===== config.mk =====
export PLATFORM = sky130hd
export DESIGN_NAME = qsfp_module_ctrl
export DESIGN_NICKNAME = d
export VERILOG_FILES = /design/src/rtl/qsfp_module_ctrl.sv
export SDC_FILE = /design/constraint.sdc
export NUM_CORES = 1
export LEC_CHECK = 0
export ABC_AREA = 1
export ABC_CLOCK_PERIOD_IN_PS = 2700
export BUFFER_PORTS_ARGS = -buffer_cell sky130_fd_sc_hd__buf_2
export CAP_MARGIN = 40
export CORE_UTILIZATION = 35
export DETAILED_ROUTE_END_ITERATION = 10
export PLACE_DENSITY = 0.6
export SLEW_MARGIN = 40
export SYNTH_ARGS = -nofsm -noshare
export SYNTH_HDL_FRONTEND = slang
export SYNTH_SLANG_ARGS = --single-unit

===== constraint.sdc =====
create_clock -name clock -period 2.7 [get_ports clock]
set_clock_uncertainty 0.1 [all_clocks]
set_input_delay 0.27 -clock clock [delete_from_list [all_inputs] [get_ports clock]]
set_output_delay 0.27 -clock clock [all_outputs]
set_load 0.01 [all_outputs]

===== src/rtl/qsfp_module_ctrl.sv =====
// qsfp_module_ctrl: sideband controller for CHANNELS QSFP/SFP cages.
// Handles pin sync/debounce, timed module reset/init sequencing, modsel and
// lpmode gating, and a latched event irq.
module qsfp_module_ctrl #(
    parameter int CHANNELS        = 2,
    parameter int DEBOUNCE_CYCLES = 1024,
    parameter int RESET_CYCLES    = 4096,
    parameter int INIT_CYCLES     = 65536,
    parameter int CNT_W           = 17
) (
    input  logic                clock,
    input  logic                reset,
    input  logic [CHANNELS-1:0] modprsl,
    input  logic [CHANNELS-1:0] intl,
    output logic [CHANNELS-1:0] resetl,
    output logic [CHANNELS-1:0] modsell,
    output logic [CHANNELS-1:0] lpmode,
    input  logic [CHANNELS-1:0] lpmode_req,
    input  logic [CHANNELS-1:0] sw_reset,
    input  logic [CHANNELS-1:0] int_clear,
    output logic [CHANNELS-1:0] present,
    output logic [CHANNELS-1:0] ready,
    output logic [CHANNELS-1:0] event_pending,
    output logic                irq
);

    typedef enum logic [1:0] {
        ST_ABSENT,
        ST_RESET,
        ST_INIT,
        ST_READY
    } state_t;

    // Both pin kinds share one sync/debounce path: low half is "present"
    // (inverted modprsl), high half is intl. Idle levels: absent, no interrupt.
    localparam int               NP         = 2 * CHANNELS;
    localparam logic [NP-1:0]    PIN_IDLE   = {{CHANNELS{1'b1}}, {CHANNELS{1'b0}}};
    localparam logic [CNT_W-1:0] ONE        = CNT_W'(1);
    localparam logic [CNT_W-1:0] DB_LAST    = CNT_W'(DEBOUNCE_CYCLES - 1);
    localparam logic [CNT_W-1:0] RST_LAST   = CNT_W'(RESET_CYCLES - 1);
    localparam logic [CNT_W-1:0] INIT_LAST  = CNT_W'(INIT_CYCLES - 1);

    logic [NP-1:0]       pin_raw;
    logic [NP-1:0]       sync1;
    logic [NP-1:0]       sync2;
    logic [NP-1:0]       deb;
    logic [NP-1:0]       deb_prev;
    logic [CNT_W-1:0]    deb_cnt [NP];

    state_t              state      [CHANNELS];
    state_t              state_next [CHANNELS];
    logic [CNT_W-1:0]    seq_cnt      [CHANNELS];
    logic [CNT_W-1:0]    seq_cnt_next [CHANNELS];

    logic [CHANNELS-1:0] present_db;
    logic [CHANNELS-1:0] ev_set;
    logic [CHANNELS-1:0] ev_pending;

    assign pin_raw    = {intl, ~modprsl};
    assign present_db = deb[CHANNELS-1:0];

    // Two-flop synchroniser for the asynchronous cage pins.
    always_ff @(posedge clock) begin
        if (reset) begin
            sync1 <= PIN_IDLE;
            sync2 <= PIN_IDLE;
        end else begin
            sync1 <= pin_raw;
            sync2 <= sync1;
        end
    end

    // Debouncer: accept a new level only after DEBOUNCE_CYCLES consecutive differing samples.
    always_ff @(posedge clock) begin
        if (reset) begin
            deb      <= PIN_IDLE;
            deb_prev <= PIN_IDLE;
            for (int i = 0; i < NP; i++) begin
                deb_cnt[i] <= '0;
            end
        end else begin
            deb_prev <= deb;
            for (int i = 0; i < NP; i++) begin
                if (sync2[i] == deb[i]) begin
                    deb_cnt[i] <= '0;
                end else if (deb_cnt[i] == DB_LAST) begin
                    deb[i]     <= sync2[i];
                    deb_cnt[i] <= '0;
                end else begin
                    deb_cnt[i] <= deb_cnt[i] + ONE;
                end
            end
        end
    end

    // Per-channel sequencing: removal beats sw_reset, which beats timer expiry.
    always_comb begin
        for (int i = 0; i < CHANNELS; i++) begin
            state_next[i]   = state[i];
            seq_cnt_next[i] = seq_cnt[i] + ONE;
            if (!present_db[i]) begin
                state_next[i]   = ST_ABSENT;
                seq_cnt_next[i] = '0;
            end else if (sw_reset[i] && (state[i] != ST_ABSENT)) begin
                state_next[i]   = ST_RESET;
                seq_cnt_next[i] = '0;
            end else begin
                case (state[i])
                    ST_ABSENT: begin
                        state_next[i]   = ST_RESET;
                        seq_cnt_next[i] = '0;
                    end
                    ST_RESET: begin
                        if (seq_cnt[i] == RST_LAST) begin
                            state_next[i]   = ST_INIT;
                            seq_cnt_next[i] = '0;
                        end
                    end
                    ST_INIT: begin
                        if (seq_cnt[i] == INIT_LAST) begin
                            state_next[i]   = ST_READY;
                            seq_cnt_next[i] = '0;
                        end
                    end
                    default: begin
                        seq_cnt_next[i] = '0;
                    end
                endcase
            end
        end
    end

    // Sequencer state and timer registers.
    always_ff @(posedge clock) begin
        for (int i = 0; i < CHANNELS; i++) begin
            if (reset) begin
                state[i]   <= ST_ABSENT;
                seq_cnt[i] <= '0;
            end else begin
                state[i]   <= state_next[i];
                seq_cnt[i] <= seq_cnt_next[i];
            end
        end
    end

    // Event sources: any debounced present edge, or an interrupt assertion seen in READY.
    always_comb begin
        ev_set = '0;
        for (int i = 0; i < CHANNELS; i++) begin
            ev_set[i] = (deb[i] != deb_prev[i]) ||
                        (deb_prev[CHANNELS + i] && !deb[CHANNELS + i] &&
                         (state[i] == ST_READY));
        end
    end

    // Sticky event latch (set wins over clear) and the registered irq summary.
    always_ff @(posedge clock) begin
        if (reset) begin
            ev_pending <= '0;
            irq        <= 1'b0;
        end else begin
            ev_pending <= ev_set | (ev_pending & ~int_clear);
            irq        <= |ev_pending;
        end
    end

    // Cage pins decoded straight from the state register; lpmode follows software only in READY.
    for (genvar g = 0; g < CHANNELS; g++) begin : g_out
        assign ready[g]   = (state[g] == ST_READY);
        assign resetl[g]  = (state[g] == ST_INIT) || (state[g] == ST_READY);
        assign modsell[g] = (state[g] != ST_READY);
        assign lpmode[g]  = (state[g] == ST_READY) ? lpmode_req[g] : 1'b1;
    end

    assign present       = present_db;
    assign event_pending = ev_pending;

endmodule

# Word level (Yosys, flattened, before mapping)
# Memories as Yosys holds them, arrays and structs flattened.
# Index checks and enable logic that the tools add are counted.
totals:
  reg_bits: 19
  n_memories: 3
  inputBits: 12
  ramBits: 106
  output_inout_bits: 13
  elab_cells: 170
mem_list:
  columns: ["memory", "words", "width", "rd", "rd_clocked_by_memory_dff", "wr", "line_no", "text"]
  rows:
  - ["deb_cnt", 4, 17, 4, 0, 4, "48", "logic [CNT_W-1:0] deb_cnt [NP];"]
  - ["seq_cnt", 2, 17, 2, 0, 2, "52", "logic [CNT_W-1:0] seq_cnt [CHANNELS];"]
  - ["state", 2, 2, 2, 0, 2, "50", "state_t state [CHANNELS];"]
op_classes:
  eq_ne: 22
  mux: 85
  n_addsub: 6
  reduce_logical: 21
  bitwise: 24
ops:
  columns: ["operator", "count"]
  rows:
  - ["2-to-1 mux 17 bit", 22]
  - ["adder 17 x 1 -> 17 bit (second input constant)", 6]
  - ["== test 17 x 10 -> 1 bit (second input constant)", 4]
  - ["case mux 17 bit (2 select lines)", 2]
  - ["2-to-1 mux 1 bit", 49]
  - ["== test 17 x 12 -> 1 bit (second input constant)", 2]
  - ["== test 17 x 16 -> 1 bit (second input constant)", 2]
  - ["2-to-1 mux 2 bit", 10]
  - ["bitwise OR 1 bit", 16]
  - ["case mux 2 bit (3 select lines)", 2]
  - ["== test 2 bit (second input constant)", 4]
  - ["AND reduction 2 bit", 4]
  - ["logical AND 1 bit", 6]
  - ["== test 1 bit", 4]
  - ["== test 2 x 1 -> 1 bit (second input constant)", 2]
  - ["logical NOT 2 bit", 2]
  - ["logical OR 1 bit", 4]
  - ["!= test 2 bit (second input constant)", 2]
  - ["NOT 1 bit", 4]
  - ["NOT 2 bit", 2]
  - ["nonzero test 2 bit", 2]
  - ["AND 2 bit", 1]
  - ["logical NOT 1 bit", 2]
  - ["!= test 1 bit", 2]
  - ["2 further kinds", 2]

# Depth between registers and ports, before layout
# Gate-level depths: netlist of the first run.
depth:
  depth_word: 7
  depth_mapped: 15

# Worst setup path before layout of the first run
# Ideal clock, no wire load.
synth_path:
  path_type: "register to register"
  from: "memory seq_cnt[0][0]"
  to: "memory seq_cnt[0][10]"
  synth_period_minus_slack_ns: 2.019
  t_arrival_ns: 1.804
  required_time_ns: 2.485
  setup_slack_ns: 0.681
  setup_time_ns: 0.115
  n_path_buf: 1
  stages_incl_launch_ff: 15
  path_cell_list: "dfxtp_1 -> ha_1 -> nand3_1 -> nor2_2 -> inv_1 -> nor2_1 -> nand4_1 -> inv_1 -> ha_1 -> nor2_1 -> inv_1 -> nand2_2 -> nand2_2 -> buf_4 -> nor2_1"
synth_rtl:
  columns: ["item", "line_no"]
  rows:
  - ["start: declaration", "52"]

==> results of run 1 <==
## logic make-up (layout without fill, tap and decap cells)
| group | count (synthesis) | in the layout | share of synthesized area |
|---|---|---|---|
| AOI/OAI and AO/OA | 46 | 46 | 0.0378 |
| DFF | 125 | 125 | 0.478 |
| adders and majority gates | 22 | 22 | 0.0414 |
| and+or+nand+nor | 426 | 426 | 0.294 |
| other | 1 | 68 | 0.000563 |
| buffers and inverters | 137 | 189 | 0.0820 |
| xor gates and xnor gates | 50 | 50 | 0.0658 |
## synth_stat cells (all sizes together) (2+ instances only)
library cell,instances,area share
xnor2,14,0.018
ha,22,0.041
a21oi,28,0.022
a41oi,2,0.0026
nor3,33,0.030
or2,10,0.0094
dfxtp,57,0.17
nand2,144,0.089
nor3b,4,0.0045
xor2,36,0.047
buf,8,0.0092
o21ai,11,0.0083
nand4,18,0.017
edfxtp,68,0.31
nor4,2,0.0019
nor2,154,0.096
inv,128,0.072
nand3,60,0.047
## power groups by stage
stage,registers [mW],logic [mW],clock network (mW)
finish,2.09,0.129,2.20
global route,2.10,0.152,2.34
detailed placement,2.13,0.123,0
floorplan,2.12,0.0978,0
global placement,2.13,0.122,0
CTS,2.09,0.129,2.27
## sequential cells by signal (all words and copies together) (netlist names)
register,count
deb_prev,4
deb,4
deb_cnt,68
event_pending,2
sync1,4
state,4
irq,1
sync2,4
seq_cnt,34
## metal layers
| metal | vias to the layer above | track usage |
|---|---|---|
| li1 | 2737 | - |
| met1 | 2211 | 0.157 |
| met2 | 51 | 0.209 |
| met3 | 13 | 0.0308 |
| met4 | 0 | 0.0538 |
| met5 | - | 0 |
## worst max path at each step
stage,to,startpoint,cells past startpoint,slack [ps]
2_1_floorplan,seq_cnt[0][10]$_SDFF_PP0_,seq_cnt[0][0]$_SDFF_PP0_,14,680
3_3_place_gp,seq_cnt[0][9]$_SDFF_PP0_,seq_cnt[0][0]$_SDFF_PP0_,13,510
3_5_place_dp,seq_cnt[0][10]$_SDFF_PP0_,seq_cnt[0][0]$_SDFF_PP0_,13,430
4_1_cts,seq_cnt[0][9]$_SDFF_PP0_,seq_cnt[0][0]$_SDFF_PP0_,13,420
5_1_grt,seq_cnt[0][14]$_SDFF_PP0_,seq_cnt[0][0]$_SDFF_PP0_,13,120
6_report,seq_cnt[0][12]$_SDFF_PP0_,seq_cnt[0][0]$_SDFF_PP0_,13,450
## through the flow
step	cell area, sq um	utilization	power (mW)
after floorplan	6910	-	2.22
after global placement	7260	0.390	2.25
after detailed placement	7260	0.390	2.26
after CTS	7890	0.423	4.49
after global routing	7890	0.423	4.59
final	7890	0.423	4.42
## critical path, stage by stage (launching register included)
cell     delay [ps]
dfxtp_1         350
ha_1            190
nand3_1         160
nor2_2          230
inv_1            80
nor2_1          150
nand4_1         140
inv_1            80
ha_1            150
nor2_1           70
inv_1            60
nand2_2          70
nand2_2         220
nor2_1           80
## cells in the final DEF (no fill, tap or decap), types with 22 or more instances in the layout
cell	instances
nor2_1	141
nand2_1	128
inv_1	123
edfxtp_1	68
conb_1	68
nand3_1	58
dfxtp_1	57
xor2_1	36
nor3_1	28
a21oi_1	27
buf_2	24
ha_1	22
## layout make-up
cell class | count | area, sq um
inverter | 128 | 480
clock inverter | 10 | 73.8
multi-input combinational | 612 | 3180
clock buffer | 22 | 517
sequential | 125 | 3180
tap | 234 | 293
fill | 1885 | 10800
timing repair buffer | 29 | 168
## timing repair
| action | CTS | global route |
|---|---|---|
| hold buffers | 4 | 0 |
| resized for setup | 0 | 0 |
| setup buffers | 0 | 0 |
| hold endpoints to repair | 4 | 0 |
==> flow_metrics.py, run 1 <==
metrics = {
    "place": {
        "port_buffers": 24,
        "dpl_worst_slack_ps": 427,
        "placed_cells": 1124,
        "gp_congestion": 0.832,
        "hpwl_microns": 8560,
    },
    "cts": {
        "clockBufferDepth": 2,
        "path_clk_slew_ps": 60,
        "cts_max_level": 4,
        "clkLatencyLatePin_ps": 410,
        "cts_made_buffers": 17,
        "cts_num_sinks": 125,
        "cts_root_buf": "clkbuf_16",
        "cts_tree": "yes",
    },
    "route": {
        "via_per_inst": 4.32,
        "first_pass_iters": 5,
        "met1_length_microns": 5760,
        "wl_met3_microns": 371,
        "drt_wl_total_microns": 11500,
        "wire_per_inst_microns": 9.88,
        "drc": 0,
        "dr.max_layer_used": "met4",
        "num_vias": 5012,
        "postRouteAntennaNets": 0,
        "wl_met2_microns": 5170,
        "drt_iter0_markers": 220,
    },
    "min_path": {
        "hp-start": "int_clear[0]",
        "hold_end": "event_pending[0]$_SDFF_PP0_",
        "min_path_type": "input port to register",
        "min_delay_path_depth": 4,
    },
    "synth": {
        "async_flop_share": 0,
        "syn_inst": 807,
        "synth_edf_count": 68,
        "ys_warn_count": 0,
        "synth_ff_type": "edfxtp_1",
        "synth_cell_types": 37,
        "postSynthAreaPerCell_sq_um": 8.25,
        "yosysSeqAreaShare": 0.478,
        "netlist_area_sq_um": 6660,
        "ys_seq_elements": 125,
    },
    "timing": {
        "finalCriticalPeriod_ps": 2250,
        "finalSetupTns_ps": 0,
        "fmax_ghz": 0.444,
        "setup_viol": 0,
        "relSlewSlack": 0.646,
        "holdWs_ps": 93.0,
        "hold_viol_final": 0,
        "setup_ws_ps": 448,
        "rsz0062_at_grt": "false",
        "report.final.slew_viol_count": 0,
        "worst_pin_slew_ps": 527,
        "post-route-period-util": 0.834,
    },
    "floorplan": {
        "dieArea_sq_um": 19600,
        "rows": 50,
        "die_h_microns": 140,
        "core_area_sq_um": 18600,
        "die_w_microns": 140,
        "pin_count": 25,
        "initial_utilization": 0.357,
    },
    "layout": {
        "drive_gt1_frac": 0.118,
        "syn_to_final_growth_pct": 18.6,
        "antenna_cells": 0,
        "fin_nets": 947,
        "instances_no_fill": 1160,
    },
    "run": {
        "maxCapViolations": 0,
    },
    "global_routing": {
        "antenna_found_initial": 0,
        "grt_pass1_vias": 4698,
        "grt_max_degree": 17,
        "track_usage": 0.127,
        "grt_pass1_wl_microns": 20100,
        "overflow": 0,
    },
    "setup_path": {
        "worstSetupEndpointType": "register",
        "critPathMaxFanout": 14,
        "crit_required_ps": 2890,
        "rrSetupSlack_ps": 450,
        "reg2reg_to": "seq_cnt[0][12]$_SDFF_PP0_",
        "critPathArrivalTime_ps": 2450,
        "r2r.worst_path.cells": 13,
        "r2r_start": "seq_cnt[0][0]$_SDFF_PP0_",
        "path_class": "register to register",
        "startpoint_type": "register",
    },
    "power_and_ir_drop": {
        "ir_drop_uv": 432,
        "powerDensity_nw_per_um2": 560,
        "power_frac_clock": 0.497,
        "leakage_nw": 3.30,
        "p_switching_mw": 0.956,
        "p_seq_frac": 0.474,
        "switching_share": 0.216,
        "pwr-share-comb": 0.029,
        "internal-power_mw": 3.46,
    },
    "outcome": {
        "outcome": "completed",
    },
}
Power figures use the tool's default switching activity.
==> run 2, diff against run 1 <==
--- a/config.mk
+++ b/config.mk
@@ -5,8 +5,8 @@
 export SDC_FILE = /design/constraint.sdc
 export NUM_CORES = 1
 export LEC_CHECK = 0
-export ABC_AREA = 1
-export ABC_CLOCK_PERIOD_IN_PS = 2700
+export ABC_AREA = 0
+export ABC_CLOCK_PERIOD_IN_PS = 2100
 export BUFFER_PORTS_ARGS = -buffer_cell sky130_fd_sc_hd__buf_2
 export CAP_MARGIN = 40
 export CORE_UTILIZATION = 35
==> constraint.sdc (replaced) <==
create_clock -name clock -period 2.1 [get_ports clock]
set_clock_uncertainty 0.1 [all_clocks]
set_input_delay 0.21 -clock clock [delete_from_list [all_inputs] [get_ports clock]]
set_output_delay 0.21 -clock clock [all_outputs]
set_load 0.01 [all_outputs]
==> run 2 against run 1 <==
Cell count is 12% lower; global-route usage is 1.0 points higher; largest cell class is now multi-input gates; first-iteration DRC count fell by 12%.
==> flow_metrics.py, run 2 <==
metrics = {
    "outcome": {
        "outcome": "completed",
    },
    "cts": {
        "cts_num_sinks": 125,
        "cts_tree": "yes",
        "cts_root_buf": "clkbuf_16",
        "clkLatencyLatePin_ps": 420,
        "path_clk_slew_ps": 60,
        "clockBufferDepth": 2,
        "cts_max_level": 4,
        "cts_made_buffers": 17,
    },
    "route": {
        "first_pass_iters": 5,
        "drt_wl_total_microns": 11700,
        "drt_iter0_markers": 194,
        "num_vias": 4757,
        "drc": 0,
        "via_per_inst": 4.67,
        "wire_per_inst_microns": 11.5,
        "postRouteAntennaNets": 0,
    },
    "floorplan": {
        "pin_count": 25,
        "core_area_sq_um": 17500,
        "rows": 48,
        "die_h_microns": 137,
        "die_w_microns": 137,
        "dieArea_sq_um": 18700,
        "initial_utilization": 0.363,
    },
    "setup_path": {
        "critPathMaxFanout": 4,
        "critPathArrivalTime_ps": 2180,
        "critPathBufInv": 0,
        "rrSetupSlack_ps": 90,
        "worstSetupEndpointType": "register",
        "critPathTopFamily": "simple AND/OR/NAND/NOR gates",
        "crit_chain": "ha_2, nand2_1, or3_4, or4_1, a21oi_1",
        "startpoint_type": "register",
        "crit_required_ps": 2260,
        "cpPeakStageDelay_ps": 500,
        "path_class": "register to register",
        "cp_slowest_cell": "or4_1",
    },
    "timing": {
        "hold_viol_final": 0,
        "setup_viol": 0,
        "finalCriticalPeriod_ps": 2010,
        "report.final.slew_viol_count": 0,
        "setup_ws_ps": 87.0,
        "post-route-period-util": 0.959,
        "holdWs_ps": 14.2,
        "fmax_ghz": 0.497,
    },
    "layout": {
        "final_common_cell": "nor2_1",
        "syn_to_final_growth_pct": 26.6,
        "post-route-util": 0.460,
        "multi_input_area_sq_um": 3300,
        "fin_nets": 814,
        "num-fill-cells": 1657,
        "drive_gt1_frac": 0.172,
        "final-seq-area_sq_um": 3190,
        "regMostFlops": "deb_cnt",
        "largest_register_ffs": 68,
        "top_regs": "deb_cnt: 68 flops, seq_cnt: 34 flops",
        "antenna_cells": 0,
        "final_cell_mix": "91 x nor2_1, 68 x edfxtp_1, 68 x conb_1",
    },
    "synth": {
        "synth_edf_count": 68,
        "synth_top_area_frac": 0.322,
        "synth_ff_type": "edfxtp_1",
        "yosysSeqAreaShare": 0.501,
        "syn_inst": 638,
        "synth_cell_types": 51,
        "yosys-top-cells-area": "edfxtp_1 32%, dfxtp_1 18%, xnor2_1 6.6%, nor2_1 5.4%, xor2_1 4.7%",
        "synth_top_area_cell": "edfxtp_1",
        "ys_top_cells_by_count": "91 x nor2_1, 68 x edfxtp_1, 57 x dfxtp_1, 48 x xnor2_1, 36 x nand2_1",
        "ys_warn_count": 0,
        "yosysMostFrequentCell": "nor2_1",
        "async_flop_share": 0,
        "ys_seq_elements": 125,
        "postSynthAreaPerCell_sq_um": 9.95,
        "netlist_area_sq_um": 6350,
    },
    "global_routing": {
        "grt_max_degree": 19,
        "antenna_found_initial": 0,
        "overflow": 0,
        "grt_pass1_vias": 4430,
        "grt_pass1_wl_microns": 20100,
        "track_usage": 0.137,
    },
    "power_and_ir_drop": {
        "leakage_nw": 2.92,
        "ir_drop_uv": 537,
        "powerDensity_nw_per_um2": 732,
    },
    "place": {
        "hpwl_microns": 8320,
        "port_buffers": 24,
        "gp_congestion": 0.763,
        "dpl_worst_slack_ps": 56.4,
    },
    "min_path": {
        "min_path_type": "input port to register",
    },
    "run": {
        "maxCapViolations": 0,
    },
}
==> run 2: timing repair <==
item                                   CTS  global route
setup buffers                            0             2
resized for setup                        0            20
endpoints found under the hold margin    7             0
hold buffers                             8             0
setup endpoints to repair                0            51
==> run 2: where the power goes <==
| group | switching (mW) | internal (mW) | leakage [nW] |
|---|---|---|---|
| Sequential | 0.0631 | 2.64 | 1.17 |
| Clock | 1.14 | 1.86 | 0.301 |
| Combinational | 0.0917 | 0.0821 | 1.45 |
| Total | 1.30 | 4.59 | 2.92 |
==> run 2: layout make-up <==
cell class                 count  area share
multi-input combinational    534       0.410
clock buffer                  20      0.0623
tap                          225      0.0350
clock inverter                12      0.0149
timing repair buffer          72      0.0663
inverter                      30      0.0140
sequential                   125       0.397
==> run 2: worst paths after layout <==
path / from / to / cells after the start
hold reg to reg: sync1[2]$_SDFF_PP1_ / sync2[2]$_SDFF_PP1_ / 1
hold / removal: int_clear[1] / event_pending[1]$_SDFF_PP0_ / 3
setup reg to reg: deb_cnt[0][1]$_SDFFCE_PN0P_ / deb_cnt[0][16]$_SDFFCE_PN0P_ / 5
setup / recovery: deb_cnt[0][1]$_SDFFCE_PN0P_ / deb_cnt[0][16]$_SDFFCE_PN0P_ / 5
==> run 2: stage by stage <==
stage | std cells | cell area [sq um] | total power, mW | setup TNS, ps
finish | 1018 | 8040 | 5.88 | 0
global route | 1018 | 8040 | 6.08 | -9.77
CTS | 1016 | 7940 | 5.95 | 0
detailed placement | 976 | 7240 | 2.91 | 0
global placement | 976 | 7240 | 2.91 | 0
floorplan | 705 | 6620 | 2.85 | 0
==> run 2: kinds of logic after synthesis <==
group,after synthesis,share of synthesized area
buffers and inverters,46,0.0325
XOR/XNOR,82,0.113
flip-flops,125,0.501
other,1,0.000591
AO/OA/AOI/OAI,55,0.0558
adder cells (fa/ha/maj),22,0.0433
multiplexers,4,0.00650
AND/OR/NAND/NOR,303,0.247
==> run 2: worst min-delay path: cells and delay by family <==
kind	cells	cell delay, ps
AND/OR/NAND/NOR	1	120
AO/OA/AOI/OAI	1	90
buffers and inverters	1	70
==> run 2: per-layer routing <==
metal | global-route usage | vias to the layer above | routed length [microns]
met5 | 0 | - | 0
met4 | 0.0735 | 0 | 265
met3 | 0.0274 | 20 | 297
met2 | 0.210 | 50 | 5300
met1 | 0.181 | 2185 | 5850
li1 | - | 2502 | -
